`src/rtl/piso_serializer.sv`:
```
// Parallel-in serial-out transmitter: sends a WIDTH-bit word LSB first,
// one bit per clk, with a load/ready handshake and a done pulse.
module piso_serializer #(
   parameter int WIDTH = 4
) (
   input  logic             clk,
   input  logic             reset,
   input  logic             load,
   input  logic [WIDTH-1:0] din,
   output logic             ready,
   output logic             x_out,
   output logic             x_valid,
   output logic             done
);

   localparam int CW = $clog2(WIDTH);
   localparam logic [CW-1:0] LAST_CNT = CW'(WIDTH - 1);

   typedef enum logic {
      IDLE,
      SHIFT
   } state_t;

   state_t           state;
   state_t           state_nxt;
   logic [WIDTH-1:0] shreg;
   logic [WIDTH-1:0] shreg_nxt;
   logic [CW-1:0]    cnt;
   logic [CW-1:0]    cnt_nxt;
   logic             last;
   logic             accept;

   assign last   = (state == SHIFT) && (cnt == LAST_CNT);
   assign accept = load && ((state == IDLE) || last);

   always_ff @(posedge clk) begin
      if (reset) begin
         state <= IDLE;
      end else begin
         state <= state_nxt;
      end
   end

   always_comb begin
      state_nxt = state;
      unique case (state)
         IDLE: begin
            if (accept) begin
               state_nxt = SHIFT;
            end
         end
         SHIFT: begin
            if (last && !accept) begin
               state_nxt = IDLE;
            end
         end
         default: state_nxt = IDLE;
      endcase
   end

   // Datapath: a reload on the last bit restarts the word with no gap.
   always_comb begin
      shreg_nxt = shreg;
      cnt_nxt   = cnt;
      if (accept) begin
         shreg_nxt = din;
         cnt_nxt   = '0;
      end else if (state == SHIFT) begin
         if (!last) begin
            shreg_nxt = shreg >> 1;
            cnt_nxt   = cnt + CW'(1);
         end else begin
            cnt_nxt = '0;
         end
      end
   end

   always_ff @(posedge clk) begin
      if (reset) begin
         shreg <= '0;
         cnt   <= '0;
         done  <= 1'b0;
      end else begin
         shreg <= shreg_nxt;
         cnt   <= cnt_nxt;
         done  <= last;
      end
   end

   always_comb begin
      ready   = (state == IDLE) || last;
      x_valid = (state == SHIFT);
      x_out   = (state == SHIFT) ? shreg[0] : 1'b0;
   end

endmodule
```
`config.mk`:
```
export PLATFORM = sky130hd
export DESIGN_NAME = piso_serializer
export DESIGN_NICKNAME = d
export VERILOG_FILES = /design/src/rtl/piso_serializer.sv
export SDC_FILE = /design/constraint.sdc
export NUM_CORES = 1
export LEC_CHECK = 0
export CORE_AREA = 2 2 39 41
export DETAILED_ROUTE_END_ITERATION = 12
export DIE_AREA = 0 0 41 43
export MAX_ROUTING_LAYER = met4
export PLACE_DENSITY_LB_ADDON = 0.1
export SLEW_MARGIN = 20
export SYNTH_ARGS = -nofsm -noshare
export SYNTH_HDL_FRONTEND = slang
export SYNTH_SLANG_ARGS = --single-unit
```
`constraint.sdc`:
```
create_clock -name clk -period 1.1 [get_ports clk]
set_input_delay 0.22 -clock clk [delete_from_list [all_inputs] [get_ports clk]]
set_output_delay 0.22 -clock clk [all_outputs]
set_load 0.02 [all_outputs]
```
==> summary.txt <==
Status
  • Status: finished, violations left
  • Failing checks: negative setup slack

Global route
  • Initial antenna violation count: 0
  • GR Overflow Total: 0
  • First-pass GRT wire length: 1.22 mm
  • Pin count of the biggest net entering global routing: 9
  • Number of global-route vias before repair: 287
  • Tot GR Track Use: 11.5%

Min path
  • Hold crit path type: flop to flop

Route
  • DR WL/cell: 10.9 um
  • Post-DR vias/cell: 4.38
  • Vias: around 320
  • Drt drc: 0
  • Met2 wire length: slightly below 400 um
  • Highest metal used: met4
  • DR WL met3: 48 um
  • Antenna viol nets, final: 0
  • Total Wirelength: 788 um
  • 1st-iter DRT viols: 1
  • WL met1: 330 um
  • 1st-pass router iterations: 2

Clock tree
  • Worst-Skew Late Latency: around 260 ps
  • Hold Buf Count CTS: 0
  • Clock sinks: 8
  • CTS clk-pin slew, worst paths: approximately 60 ps
  • H-tree Lvls: 1
  • Cts bufs inserted: 3
  • Root buffer cell: clkbuf_4
  • CTS tree: done
  • Clk buf depth: 2

STA
  • Fin. max-slew vios: 0
  • Final hold vios: 0
  • Number of setup violations in the final report: 6
  • Clk_skew: 2.75 ps
  • RSZ-0062 raised after global routing: true
  • Worst hold margin: 519 ps
  • Slew HR: 88.9%
  • Fin crit share: 125%
  • Worst setup margin: -275 ps
  • Worst slew pin tran: 162 ps
  • Fmax: between 0.7 and 0.8 GHz
  • Tmin final: 1380 ps

Synth
  • Synth cell types: 15
  • Commonest cells in the netlist: dfxtp_1 (8), nor2_1 (6), mux2i_1 (5)
  • Synth warn: 0
  • Async S/R FF share, synth: 0%
  • Synthesized area: approximately 360 um^2
  • Cell with the most instances after synthesis: dfxtp_1
  • Top_reg_cell synth: dfxtp_1
  • Seq/Total Area, Yosys: 44.0%
  • Area contributors post-synth: dfxtp_1 (44%), mux2i_1 (14%), a211oi_2 (10%)
  • Syn Area/Cell: ~10 um^2
  • Synth Register Bits: 8
  • Post-synth EDFFs: 0
  • Yosys top cell area share: around 44%
  • Cells after Synth: 36
  • Syn Nets: 44
  • Leading area contributor after synthesis: dfxtp_1

Placed design
  • DP Area: 541 um^2
  • Buffers on Ports: 10
  • Cells after DPL: 67
  • Post-DP HPWL: around 550 um
  • Setup slack at placement: -467 ps
  • GPL Wtd Cong: between 0.7 and 0.8

Setup path
  • Critical Path Start: cnt[0]$_SDFFE_PP0P_
  • Kind of critical path: flop to output pin
  • Required @ worst endpoint: 880 ps
  • Worst Setup End Kind: output pin
  • R2R depth: 6
  • WP buf/inv: 2
  • Startpoint Class: flop
  • Reg2reg end: shreg[2]$_SDFFE_PP0P_
  • Crit path to: ready
  • Worst reg-to-reg setup slack: -100 ps
  • Worst r2r src: cnt[0]$_SDFFE_PP0P_
  • Kind of cell adding the most delay to the critical path: flip-flops
  • CP Depth: 4
  • Critical path fanouts, max: 2
  • Worst path arrival time: between 1000 and 1500 ps
  • Largest stage delay, worst path: 330 ps
  • Crit-path slowest cell: dfxtp_2
  • Crit-path cells: ha_4 -> and2b_4 -> inv_6 -> buf_6

Floorplan
  • Initial core utilization: between 20% and 30%
  • Top Ports: 11
  • Die width: approximately 40 um
  • Die H: around 43 um
  • Die area: ~1800 um^2
  • Core area: ~1400 um^2
  • Num rows: 14

Power
  • Peak VDD IR: 0.448 mV
  • LEAKAGE: approximately 0.26 nW
  • Cell area power density: about 1200 nW/um^2

Cells and area
  • Layout area overhead: 69.1%
  • Layout cell share with drive strength beyond 1: a little under three fifths
  • Fin cells: between 70 and 80
  • Final std cell area, no fill: between 600 and 700 um^2
  • Antenna Cells: 0
  • Layout net count: 66

Job
  • Max Cap Viol: 0
cell usage in the layout (no fill, tap or decap), types with 2 or more instances in the layout:
master           Yosys  layout
a211oi_2             3       3
buf_4                1       7
buf_6                0       3
clkbuf_4             0       3
clkdlybuf4s50_1      0       6
dfxtp_1              8       5
dfxtp_2              0       2
mux2i_1              5       5
nand2_1              2       2
nor2_1               6       5
nor2_4               0       3
worst min path at each step:
stage / to / from / cells after the start / slack [ps]
CTS: shreg[0]$_SDFFE_PP0P_ / shreg[1]$_SDFFE_PP0P_ / 2 / 520
global route: shreg[1]$_SDFFE_PP0P_ / shreg[2]$_SDFFE_PP0P_ / 2 / 540
finish: shreg[1]$_SDFFE_PP0P_ / shreg[2]$_SDFFE_PP0P_ / 2 / 520
detailed placement: shreg[0]$_SDFFE_PP0P_ / shreg[1]$_SDFFE_PP0P_ / 2 / 510
floorplan: shreg[3]$_SDFFE_PP0P_ / din[3] / 2 / 420
global placement: shreg[2]$_SDFFE_PP0P_ / shreg[3]$_SDFFE_PP0P_ / 2 / 500
kinds of logic after synthesis:
logic type	Yosys count	synth area share [%]
flip-flops	8	44.0
multiplexers	5	13.7
AND/OR/NAND/NOR	15	21.3
AO/OA/AOI/OAI	4	12.0
buffers and inverters	3	5.50
adder cells (fa/ha/maj)	1	3.44
timing repair:
action	CTS	global route
gates cloned	0	0
resized for setup	25	6
buffers inserted	1	1
setup endpoints to repair	9	8
pin swaps	1	3
through the flow:
step	utilization (%)	power (mW)	setup TNS (ps)
global placement	39.1	0.465	-1610
CTS	42.9	0.717	-547
floorplan	-	0.399	0
global route	44.5	0.759	-946
finish	44.5	0.719	-671
detailed placement	39.1	0.468	-1700
final cells by class:
| cell class | instances | area (um^2) |
|---|---|---|
| multi-input combinational | 25 | 221 |
| timing repair buffer | 19 | 176 |
| tap | 16 | 20.0 |
| clock buffer | 3 | 22.5 |
| sequential | 8 | 166 |
| inverter | 1 | 8.76 |
| fill | 139 | 768 |
where the power goes:
group / switching, mW / internal, mW / leakage [nW] / total (mW)
logic: 0.0675 / 0.0948 / 0.175 / 0.162
clock network: 0.108 / 0.125 / 0.0138 / 0.233
registers: 0.0155 / 0.308 / 0.0672 / 0.324
worst min-delay path, stage by stage (launching register included):
cell and delay [ps]:
dfxtp_1 330, nor2_4 100, a211oi_2 40
sequential cells by signal (all words and copies together) (netlist names):
| register | cells |
|---|---|
| cnt | 2 |
| done | 1 |
| shreg | 4 |
| x_valid | 1 |
metal layers:
layer	up-vias	global-route usage, %
li1	163	-
met1	142	11.8
met2	8	15.9
met3	2	3.14
met4	0	12.0
met5	-	-
No activity file was read; power rests on OpenSTA's default activity.
